===== config.mk =====
export PLATFORM = sky130hd
export DESIGN_NAME = regfile_port_ctrl_flat
export DESIGN_NICKNAME = d
export VERILOG_FILES = /design/src/rtl/regfile_port_ctrl_if.sv /design/src/rtl/regfile_port_ctrl.sv /design/src/flat_wrapper.sv
export SDC_FILE = /design/constraint.sdc
export NUM_CORES = 1
export LEC_CHECK = 0
export CORE_AREA = 2 2 162 164
export CTS_BUF_LIST = sky130_fd_sc_hd__clkbuf_8 sky130_fd_sc_hd__clkbuf_16
export CTS_CLUSTER_SIZE = 8
export DETAILED_ROUTE_END_ITERATION = 10
export DIE_AREA = 0 0 164 166
export PLACE_DENSITY = 0.72
export SLEW_MARGIN = 10
export SYNTH_ARGS = -nofsm -noshare
export SYNTH_HDL_FRONTEND = slang
export SYNTH_SLANG_ARGS = --single-unit

===== constraint.sdc =====
create_clock -name clk -period 1.6 [get_ports clk]
set_clock_uncertainty 0.15 [all_clocks]
set_input_delay 0.32 -clock clk [delete_from_list [all_inputs] [get_ports clk]]
set_output_delay 0.32 -clock clk [all_outputs]
set_load 0.02 [all_outputs]

===== src/rtl/regfile_port_ctrl_if.sv =====
// regfile_port_ctrl_if: operand-read (rd_*/rs*), operand-return (op_*) and writeback (wb_*) bus; master = pipeline, slave = controller
interface regfile_port_ctrl_if #(parameter int DATA_W = 64, parameter int ADDR_W = 5);
  logic              rd_valid;
  logic              rd_ready;
  logic [ADDR_W-1:0] rs1;
  logic [ADDR_W-1:0] rs2;
  logic              op_valid;
  logic              op_ready;
  logic [DATA_W-1:0] op_a;
  logic [DATA_W-1:0] op_b;
  logic              wb_valid;
  logic [ADDR_W-1:0] wb_reg;
  logic [DATA_W-1:0] wb_data;
  modport master (
    output rd_valid, rs1, rs2, op_ready, wb_valid, wb_reg, wb_data,
    input  rd_ready, op_valid, op_a, op_b
  );
  modport slave (
    input  rd_valid, rs1, rs2, op_ready, wb_valid, wb_reg, wb_data,
    output rd_ready, op_valid, op_a, op_b
  );
endinterface


===== src/rtl/regfile_port_ctrl.sv =====
// regfile_port_ctrl: regfile read/write port controller with writeback forwarding; ports clk, reset, bus (slave), ReadRegister1/2, ReadData1/2, WriteRegister, WriteData, RegWrite
module regfile_port_ctrl #(
  parameter int DATA_W = 64,
  parameter int ADDR_W = 5
) (
  input  logic                clk,
  input  logic                reset,
  regfile_port_ctrl_if.slave  bus,
  output logic [ADDR_W-1:0]   ReadRegister1,
  output logic [ADDR_W-1:0]   ReadRegister2,
  input  logic [DATA_W-1:0]   ReadData1,
  input  logic [DATA_W-1:0]   ReadData2,
  output logic [ADDR_W-1:0]   WriteRegister,
  output logic [DATA_W-1:0]   WriteData,
  output logic                RegWrite
);
  localparam logic [ADDR_W-1:0] XZR = '1;
  typedef enum logic {EMPTY, FULL} state_t;
  state_t state, state_nx;
  logic we_q, accept;
  logic [DATA_W-1:0] src_a, src_b;
  function automatic logic [DATA_W-1:0] fwd(
    input logic [ADDR_W-1:0] idx,
    input logic [DATA_W-1:0] rdata,
    input logic              wv,
    input logic [ADDR_W-1:0] wr,
    input logic [DATA_W-1:0] wd,
    input logic              pv,
    input logic [ADDR_W-1:0] pr,
    input logic [DATA_W-1:0] pd
  );
    return idx == XZR ? '0 : (wv && wr == idx) ? wd : (pv && pr == idx) ? pd : rdata;
  endfunction
  assign ReadRegister1 = bus.rs1;
  assign ReadRegister2 = bus.rs2;
  // a pending write is dropped at the reset edge, so the regfile must not see it
  assign RegWrite = we_q && !reset;
  assign bus.op_valid = state == FULL;
  assign bus.rd_ready = state == EMPTY || bus.op_ready;
  assign accept = bus.rd_valid && bus.rd_ready;
  assign src_a = fwd(bus.rs1, ReadData1, bus.wb_valid, bus.wb_reg, bus.wb_data, RegWrite, WriteRegister, WriteData);
  assign src_b = fwd(bus.rs2, ReadData2, bus.wb_valid, bus.wb_reg, bus.wb_data, RegWrite, WriteRegister, WriteData);
  always_comb state_nx = accept ? FULL : bus.op_ready ? EMPTY : state;
  always_ff @(posedge clk) begin
    if (reset) begin
      state         <= EMPTY;
      bus.op_a      <= '0;
      bus.op_b      <= '0;
      we_q          <= 1'b0;
      WriteRegister <= '0;
      WriteData     <= '0;
    end else begin
      state         <= state_nx;
      we_q          <= bus.wb_valid && bus.wb_reg != XZR;
      WriteRegister <= bus.wb_reg;
      WriteData     <= bus.wb_data;
      if (accept) begin
        bus.op_a <= src_a;
        bus.op_b <= src_b;
      end
    end
  end
endmodule

===== src/flat_wrapper.sv =====
// flat-port wrapper written by rule: the top's interface ports become plain ports
module regfile_port_ctrl_flat 
#(
  parameter int DATA_W = 64,
  parameter int ADDR_W = 5
)
  (clk, reset, ReadRegister1, ReadRegister2, ReadData1, ReadData2, WriteRegister, WriteData, RegWrite, bus_rd_valid, bus_rs1, bus_rs2, bus_op_ready, bus_wb_valid, bus_wb_reg, bus_wb_data, bus_rd_ready, bus_op_valid, bus_op_a, bus_op_b);
  regfile_port_ctrl_if #(.DATA_W(DATA_W), .ADDR_W(ADDR_W)) bus_i ();
  input  logic clk;
  input  logic reset;
  output logic [ADDR_W-1:0] ReadRegister1;
  output logic [ADDR_W-1:0] ReadRegister2;
  input  logic [DATA_W-1:0] ReadData1;
  input  logic [DATA_W-1:0] ReadData2;
  output logic [ADDR_W-1:0] WriteRegister;
  output logic [DATA_W-1:0] WriteData;
  output logic RegWrite;
  input wire logic [$bits(bus_i.rd_valid)-1:0] bus_rd_valid;
  input wire logic [$bits(bus_i.rs1)-1:0] bus_rs1;
  input wire logic [$bits(bus_i.rs2)-1:0] bus_rs2;
  input wire logic [$bits(bus_i.op_ready)-1:0] bus_op_ready;
  input wire logic [$bits(bus_i.wb_valid)-1:0] bus_wb_valid;
  input wire logic [$bits(bus_i.wb_reg)-1:0] bus_wb_reg;
  input wire logic [$bits(bus_i.wb_data)-1:0] bus_wb_data;
  output wire logic [$bits(bus_i.rd_ready)-1:0] bus_rd_ready;
  output wire logic [$bits(bus_i.op_valid)-1:0] bus_op_valid;
  output wire logic [$bits(bus_i.op_a)-1:0] bus_op_a;
  output wire logic [$bits(bus_i.op_b)-1:0] bus_op_b;
  assign bus_i.rd_valid = bus_rd_valid;
  assign bus_i.rs1 = bus_rs1;
  assign bus_i.rs2 = bus_rs2;
  assign bus_i.op_ready = bus_op_ready;
  assign bus_i.wb_valid = bus_wb_valid;
  assign bus_i.wb_reg = bus_wb_reg;
  assign bus_i.wb_data = bus_wb_data;
  assign bus_rd_ready = bus_i.rd_ready;
  assign bus_op_valid = bus_i.op_valid;
  assign bus_op_a = bus_i.op_a;
  assign bus_op_b = bus_i.op_b;
  regfile_port_ctrl #(.DATA_W(DATA_W), .ADDR_W(ADDR_W)) u_core (.clk(clk), .reset(reset), .bus(bus_i), .ReadRegister1(ReadRegister1), .ReadRegister2(ReadRegister2), .ReadData1(ReadData1), .ReadData2(ReadData2), .WriteRegister(WriteRegister), .WriteData(WriteData), .RegWrite(RegWrite));
endmodule

# Word level (Yosys, flattened, before mapping)
# Cells that the tools add are included.
[classes]
n_bitwise = 1
n_eq_ne = 7
n_reduce_logical = 10
n_mux = 8
[op_table]
columns = ["cell", "n"]
rows = [
  ["$mux W64", 6],
  ["$eq A5 B5 Y1", 4],
  ["$eq A5 B5 Y1 const B", 2],
  ["$logic_and A1 B1 Y1", 7],
  ["$ne A5 B5 Y1 const B", 1],
  ["$mux W1", 2],
  ["$reduce_bool A2 Y1", 1],
  ["$logic_not A1 Y1", 1],
  ["$logic_or A1 B1 Y1", 1],
  ["$not A1 Y1", 1],
]
[word_totals]
out_inout_bits = 210
regBits = 199
word_cells = 32

# Depth between registers and ports, before layout
# Gate-level depths: netlist of run 1.
[depth]
word_depth = 6
mapped_depth = 7
mapped_depth_nobuf = 5

# Least setup slack after synthesis of run 1
# OpenSTA, ideal clock, no wires.
[synth_timing]
path_kind = "flip-flop to flip-flop"
from = "reg u_core.state, in the netlist u_core.bus.op_valid"
to = "reg u_core.bus.op_b[50]"
period_less_slack_ps = 2015
path_stages_with_launch = 6
path_buffers = 1
t_arrival_ps = 1719
setup_slack_ps = -415
required_ps = 1304
path_cell_list = "dfxtp_1 > nand2b_1 > and2_1 > nand3_1 > clkbuf_1 > o221ai_1"
[synth_between]
elab_chain_cells = 3
[synth_lines]
columns = ["element", "line_no", "rtl"]
rows = [
  ["from (decl)", "regfile_port_ctrl.sv:19", "state_t state, state_nx;"],
  ["from (signal assigned)", "regfile_port_ctrl.sv:53", "state <= state_nx;"],
  ["$not A1 Y1", "regfile_port_ctrl.sv:39", "assign bus.rd_ready = state == EMPTY || bus.op_ready;"],
  ["$logic_or A1 B1 Y1", "regfile_port_ctrl.sv:39", ""],
  ["named net bus_rd_ready", "flat_wrapper.sv:25", "output wire logic [$bits(bus_i.rd_ready)-1:0] bus_rd_ready;"],
  ["$logic_and A1 B1 Y1", "regfile_port_ctrl.sv:40", "assign accept = bus.rd_valid && bus.rd_ready;"],
  ["to (signal assigned)", "regfile_port_ctrl.sv:59", "bus.op_b <= src_b;"],
  ["to (decl)", "regfile_port_ctrl_if.sv:20", "output rd_ready, op_valid, op_a, op_b"],
]
# The timed path passes the listed nets, and every way through them passes these cells.
# A chain may end at the register's enable or synchronous reset.

# Final worst setup path of run 1
[layout_timing]
from = "reg u_core.WriteRegister[4]"
to = "reg u_core.bus.op_a[19]"
[layout_between]
elab_chain_cells = 5
[layout_lines]
columns = ["element", "line_no", "rtl"]
rows = [
  ["from (decl)", "regfile_port_ctrl.sv:13", "output logic [ADDR_W-1:0] WriteRegister,"],
  ["from (signal assigned)", "regfile_port_ctrl.sv:55", "WriteRegister <= bus.wb_reg;"],
  ["$eq A5 B5 Y1", "regfile_port_ctrl.sv:32", "return idx == XZR ? '0 : (wv && wr == idx) ? wd : (pv && pr == idx) ? pd : rdata;"],
  ["$logic_and A1 B1 Y1", "regfile_port_ctrl.sv:32", ""],
  ["$mux W64 (3 in series)", "regfile_port_ctrl.sv:32", ""],
  ["to (signal assigned)", "regfile_port_ctrl.sv:58", "bus.op_a <= src_a;"],
  ["to (decl)", "regfile_port_ctrl_if.sv:20", ""],
]
# No other way between the ends.

==> results of run 1 <==
-- worst min-delay path, cell delays in order --
cell            delay, ns
dlymetal6s2s_1       0.08
nand2b_4             0.12
buf_6                0.09
a21oi_1              0.06
-- logic make-up after synthesis --
group                     after synthesis  share of synthesized area, %
and+or+nand+nor                       219                          11.9
DFF                                   199                          45.5
buffers and inverters                 138                          7.66
AOI/OAI and AO/OA                     130                          18.3
muxes                                 128                          14.6
xor gates and xnor gates               20                          2.00
-- area by class of cell --
| class | count | area [µm²] | area share (%) |
|---|---|---|---|
| repair buffers | 500 | 4730 | 33.0 |
| clock buffers | 17 | 425 | 2.97 |
| inverters | 66 | 248 | 1.73 |
| flip-flops and latches | 199 | 4010 | 28.0 |
| well taps | 335 | 419 | 2.93 |
| clock inverters | 14 | 138 | 0.961 |
| multi-input cells | 497 | 4350 | 30.4 |
-- metrics by stage --
stage,setup WS (ns),power (µW),util (%),area [µm²],instances
final,-0.395,12300,55.9,14300,1628
after global routing,-0.489,12800,55.9,14300,1628
after CTS,-0.421,12400,57.0,14600,1623
after detailed placement,-0.962,8290,54.1,13900,1588
after global placement,-0.927,8260,54.1,13900,1588
after floorplan,-0.146,6710,-,8940,834
-- worst max path at each step --
stage / startpoint / slack [ns] / end
finish: u_core.WriteRegister[4]$_SDFF_PP0_ / -0.39 / u_core.bus.op_a[19]$_SDFFE_PP0P_
global route: u_core.WriteRegister[4]$_SDFF_PP0_ / -0.49 / u_core.bus.op_a[11]$_SDFFE_PP0P_
CTS: u_core.WriteRegister[1]$_SDFF_PP0_ / -0.42 / u_core.bus.op_a[26]$_SDFFE_PP0P_
detailed placement: bus_rs1[0] / -0.96 / u_core.bus.op_a[26]$_SDFFE_PP0P_
global placement: bus_rs1[0] / -0.93 / u_core.bus.op_a[26]$_SDFFE_PP0P_
floorplan: u_core.WriteRegister[1]$_SDFF_PP0_ / -0.15 / u_core.bus.op_a[14]$_SDFFE_PP0P_
-- cell usage after synthesis (all sizes together), types with 6 or more instances --
library cell    n
nand2         129
nand3           6
xnor2          10
inv            66
xor2           10
dfxtp         199
o221ai        128
clkbuf         34
buf            38
nor2b           6
nand2b         65
mux2i         128
-- timing repair --
action                                  in CTS  in global routing
setup buffers                                0                  1
pin swaps                                    0                  2
cloned                                       4                  4
endpoints found under the setup margin     338                255
resized for setup                          527                178
-- registers in the layout, indices dropped and copies added (netlist names) --
name	count
u_core.WriteData	64
u_core.bus.op_a	64
u_core.bus.op_b	64
u_core.WriteRegister	5
u_core.bus.op_valid	1
u_core.we_q	1
-- routing by layer --
metal | vias to the layer above | track usage (%)
met5 | - | 0
met4 | 0 | 6.48
met3 | 46 | 7.04
met2 | 326 | 42.9
met1 | 4002 | 26.9
li1 | 3864 | -
-- report_power, final --
part	internal, µW	switching (µW)	total (µW)
clock	2070	2170	4240
combinational	1310	1290	2600
sequential	5270	215	5490
total	8650	3670	12300
-- layout by cell type, fill, tap and decap left out, types with 2 or more instances in the layout --
cell | synthesis | layout
clkdlybuf4s50_1 | 0 | 194
dfxtp_1 | 199 | 184
nand2_1 | 129 | 129
mux2i_1 | 128 | 94
clkbuf_2 | 0 | 79
o221ai_2 | 74 | 78
inv_1 | 66 | 66
nand2b_1 | 65 | 64
clkdlybuf4s15_2 | 0 | 51
o221ai_1 | 54 | 50
buf_4 | 12 | 47
clkdlybuf4s15_1 | 0 | 40
buf_2 | 14 | 35
mux2i_2 | 0 | 33
buf_12 | 0 | 22
clkbuf_16 | 0 | 20
dlygate4sd2_1 | 0 | 16
dfxtp_2 | 0 | 12
xnor2_1 | 10 | 10
xor2_1 | 10 | 9
nor2b_1 | 6 | 5
buf_6 | 12 | 5
nand3_4 | 0 | 4
clkinv_4 | 0 | 4
inv_6 | 0 | 4
buf_16 | 0 | 4
and3_1 | 3 | 3
dfxtp_4 | 0 | 3
nand4_1 | 2 | 2
nand3_1 | 6 | 2
or4b_4 | 0 | 2
inv_8 | 0 | 2
dlymetal6s2s_1 | 0 | 2
==> impl_metrics.json, run 1 <==
{
  "hold_violations": 0,
  "yosys_warnings": 0,
  "die_area_um2": 27200,
  "rsz0062_at_grt": "true",
  "drtIter0Drc": 395,
  "drv_slew": 0,
  "cts_buffer_depth": 2,
  "htreeDepth": 4,
  "crit_cells": 7,
  "reg2reg_slack_ns": -0.39,
  "fillerInstances": 2297,
  "seq_area_frac_synth_pct": 45.5,
  "io_pins": 422,
  "postCtsHoldBufs": 0,
  "synth_cell_type_count": 24,
  "wirelength_mm": 33.6,
  "powerDensity_nw_per_um2": 860,
  "setup_ws_ns": -0.395,
  "r2r-end": "u_core.bus.op_a[19]$_SDFFE_PP0P_",
  "async_reset_ff_share_pct": 0,
  "leakage_uw": 0.00666,
  "synth_area_um2": 8750,
  "wire_per_inst_um": 20.7,
  "ys_ff_latch": 199,
  "synth_fp_nets": 1046,
  "start_kind": "flip-flop",
  "worstReg2RegStart": "u_core.WriteRegister[4]$_SDFF_PP0_",
  "diodes": 0,
  "placementRows": 59,
  "finalCritPeriodShare_pct": 125,
  "met2WireLength_mm": 17.0,
  "critical_path.cell_chain": "xor2_1 > nor4_1 > buf_4 > nand3_4 > buf_12 > mux2i_2 > o221ai_2",
  "min_from": "bus_op_ready",
  "critPathMaxFanout": 27,
  "synth_area_leaders": "dfxtp_1 (46%), mux2i_1 (15%), o221ai_2 (13%)",
  "max_stage_delay_ns": 0.35,
  "start_util_pct": 34.2,
  "whs_path_depth": 4,
  "cpMaxStageDelayCell": "dfxtp_2",
  "crit_arrival_ns": 2.16,
  "drc": 0,
  "yosys.area.top_type_share_pct": 45.5,
  "area.growth.synth_to_final_pct": 63.7,
  "fmax_ghz": 0.501,
  "dr_wl_met3_mm": 2.63,
  "setup_violations": 128,
  "crit_required_ns": 1.76,
  "die_h_um": 166,
  "syn_inst": 834,
  "maxCapViolCount": 0,
  "numCtsBuffers": 17,
  "cpLargestDelayFamily": "simple AND/OR/NAND/NOR gates",
  "synth_edf_count": 0,
  "crit_type": "reg -> reg",
  "grt_use_total_pct": 23.8,
  "met1_length_mm": 13.2,
  "core_um2": 25600,
  "relSlewSlack_pct": 76.4,
  "tightest_slew_ns": 0.355,
  "vias": 8238,
  "layout_min_cycle_time_ns": 1.99,
  "cts_tree": "built",
  "critPathBufInv": 2,
  "hold-path-endpoint": "u_core.bus.op_valid$_SDFFE_PP0P_",
  "placement.io_buffers": 421,
  "cts_root_buf": "clkbuf_16",
  "grt_max_degree": 34,
  "die_w_um": 164,
  "antenna_found_initial": 0,
  "drive_gt1_share_pct": 32.3,
  "highest_layer": "met4",
  "nets": 1493,
  "cp-end-kind": "flip-flop",
  "min_path_type": "in -> reg",
  "fin_setup_tns_ns": -39.00,
  "reg2regPathDepth": 7,
  "clk_pin_slew_worst_paths_ns": 0.08,
  "drtAntennaViolNets": 0,
  "insertion_delay_ns": 0.43,
  "outcome": "finished with violations",
  "vdd.ir_drop.worst_v": 0.000538,
  "vias_per_cell": 5.06,
  "violations": "negative setup slack",
  "timing.hold.ws_ns": 0.155,
  "yosysTopAreaCell": "dfxtp_1",
  "avgSynthCellArea_um2": 10.5,
  "grt_pass1_wl_mm": 50.1,
  "grt_overflow": 0,
  "synth_flop_cell": "dfxtp_1",
  "cts.sinks": 199,
  "dr.pass1.iters": 5,
  "grt_pass1_vias": 8733,
  "place_congestion": 0.840,
  "hpwl_mm": 23.9
}
No activity file was read; power rests on OpenSTA's default activity.
==> inputs of run 2 (changes only) <==
- CORE_AREA: 2 2 162 164 -> 2 2 163 165
- DIE_AREA: 0 0 164 166 -> 0 0 165 167
- PLACE_DENSITY: 0.72 -> 0.69
- clock period: 1.6 -> 2.25 ns (I/O delays scaled with it)
==> impl_metrics.json, run 2 (synthesis results as in run 1) <==
{
  "place_congestion": 0.869,
  "cts_buffer_depth": 2,
  "stdcell_area_um2": 14300,
  "area.growth.synth_to_final_pct": 63.5,
  "fmax_ghz": 0.457,
  "cpLargestDelayFamily": "buffers and inverters",
  "numCtsBuffers": 17,
  "clkPwrFrac_pct": 34.6,
  "power_uw": 8830,
  "drive_gt1_share_pct": 13.3,
  "setup_violations": 0,
  "reg2regPathDepth": 8,
  "leakage_uw": 0.00647,
  "crit_type": "in -> reg",
  "io_pins": 422,
  "cts_root_buf": "clkbuf_16",
  "vias": 7936,
  "vdd.ir_drop.worst_v": 0.000491,
  "diodes": 0,
  "core_um2": 25800,
  "layout_commonest_cell": "clkdlybuf4s50_1",
  "die_h_um": 167,
  "internal-power_uw": 6270,
  "final_cell_mix": "clkdlybuf4s50_1 (408), dfxtp_1 (199), nand2_1 (129)",
  "die_area_um2": 27600,
  "maxCapViolCount": 0,
  "finalCritPeriodShare_pct": 97.2,
  "postCtsSetupRepairBufs": 0,
  "setup_ws_ns": 0.0631,
  "combPwrFrac_pct": 21.3,
  "drv_slew": 0,
  "min_path_type": "reg -> reg",
  "cts_tree": "built",
  "placementRows": 59,
  "cp-end-kind": "flip-flop",
  "critPathMaxFanout": 14,
  "insertion_delay_ns": 0.43,
  "drtAntennaViolNets": 0,
  "grt_overflow": 0,
  "placement.io_buffers": 421,
  "nets": 1466,
  "grt_pass1_vias": 8253,
  "drtIter0Drc": 450,
  "hpwl_mm": 23.4,
  "grt_pass1_wl_mm": 47.4,
  "crit_arrival_ns": 2.34,
  "relSlewSlack_pct": 69.0,
  "whs_path_depth": 2,
  "hold_violations": 0,
  "htreeDepth": 4,
  "switching_share_pct": 29.0,
  "cpMaxStageDelayCell": "clkdlybuf4s50_1",
  "start_kind": "primary input",
  "die_w_um": 165,
  "outcome": "completed",
  "max_stage_delay_ns": 0.48,
  "dr.pass1.iters": 4,
  "wire_per_inst_um": 19.8,
  "tightest_slew_ns": 0.466,
  "placed_area_um2": 13700,
  "vias_per_cell": 4.95,
  "grt_use_total_pct": 22.2,
  "drc": 0,
  "critical_path.cell_chain": "clkdlybuf4s50_1 > xor2_1 > nor4_1 > buf_4 > nand3_4 > buf_12 > buf_4 > mux2i_1 > o221ai_2",
  "place_ws_ns": -0.389,
  "clk_pin_slew_worst_paths_ns": 0.09,
  "power_switching_uw": 2560,
  "crit_cells": 9,
  "layout_min_cycle_time_ns": 2.19,
  "wirelength_mm": 31.7,
  "seq_power_share_pct": 44.1,
  "antenna_found_initial": 0,
  "grt_max_degree": 43,
  "start_util_pct": 34.0,
  "reg_top3": "u_core.WriteData: 64 flops, u_core.bus.op_a: 64 flops, u_core.bus.op_b: 64 flops",
  "cp_common_cell": "buf_4",
  "powerDensity_nw_per_um2": 617,
  "crit_required_ns": 2.40,
  "critPathBufInv": 4,
  "cts.sinks": 199
}
-- run 2: cell count changes in the layout (fill, tap and decap cells not counted), sizes merged --
cell and change:
clkdlybuf4s50 +214, clkdlybuf4s15 -91, clkbuf -81, buf -60
dlygate4sd2 -8, inv +3, clkinv -2, bufbuf -1
clkinvlp -1, dlymetal6s2s +1
-- run 2: path summary, 6_finish.rpt --
kind                                            from                                to  slack, ns
setup reg to reg  u_core.WriteRegister[4]$_SDFF_PP0_  u_core.bus.op_b[29]$_SDFFE_PP0P_       0.19
hold reg to reg     u_core.bus.op_a[60]$_SDFFE_PP0P_  u_core.bus.op_a[60]$_SDFFE_PP0P_       0.32
setup / recovery                          bus_rs2[4]  u_core.bus.op_b[29]$_SDFFE_PP0P_       0.06
hold / removal      u_core.bus.op_a[60]$_SDFFE_PP0P_  u_core.bus.op_a[60]$_SDFFE_PP0P_       0.32
-- run 2: stage by stage --
stage	utilization [%]	cells	hold slack (ns)	setup TNS, ns
floorplan	-	834	0.408	0
global placement	53.3	1570	0.291	-41.63
detailed placement	53.3	1570	0.296	-41.31
CTS	55.5	1602	0.319	0
global route	55.5	1602	0.340	-0.119
finish	55.5	1602	0.316	0
-- run 2: layout make-up --
| class | count | area, µm² |
|---|---|---|
| clock buffer | 18 | 439 |
| clock inverter | 14 | 136 |
| fill | 2295 | 11500 |
| inverter | 66 | 248 |
| multi-input combinational | 497 | 4170 |
| sequential | 199 | 3980 |
| tap | 335 | 419 |
| timing repair buffer | 473 | 4910 |
-- run 2: timing repair --
item,in CTS,in global routing
hold buffers,0,0
endpoints found under the setup margin,8,35
resized for setup,8,5
-- run 2: per-layer routing --
layer / vias to the layer above / track usage [%] / share of wire, %
met4: 0 / 6.58 / 2.2
met1: 3771 / 26.2 / 40
met5: - / 0 / 0
met2: 318 / 38.3 / 49
li1: 3802 / - / -
met3: 45 / 7.10 / 8.8
-- run 2: power by group through the flow --
stage	Clock [µW]	Sequential [µW]	Combinational (µW)
after floorplan	0	4220	535
after global placement	0	3970	1880
after detailed placement	0	3970	1890
after CTS	3140	3900	1890
after global routing	3280	3920	1990
final	3050	3890	1880
-- run 2: worst register-to-register path, stage by stage (launching register included) --
cell and delay (ns):
dfxtp_1 0.37, xor2_1 0.18, nor4_1 0.28, buf_4 0.17, nand3_4 0.11, buf_12 0.20
buf_4 0.18, mux2i_1 0.19, o221ai_2 0.11
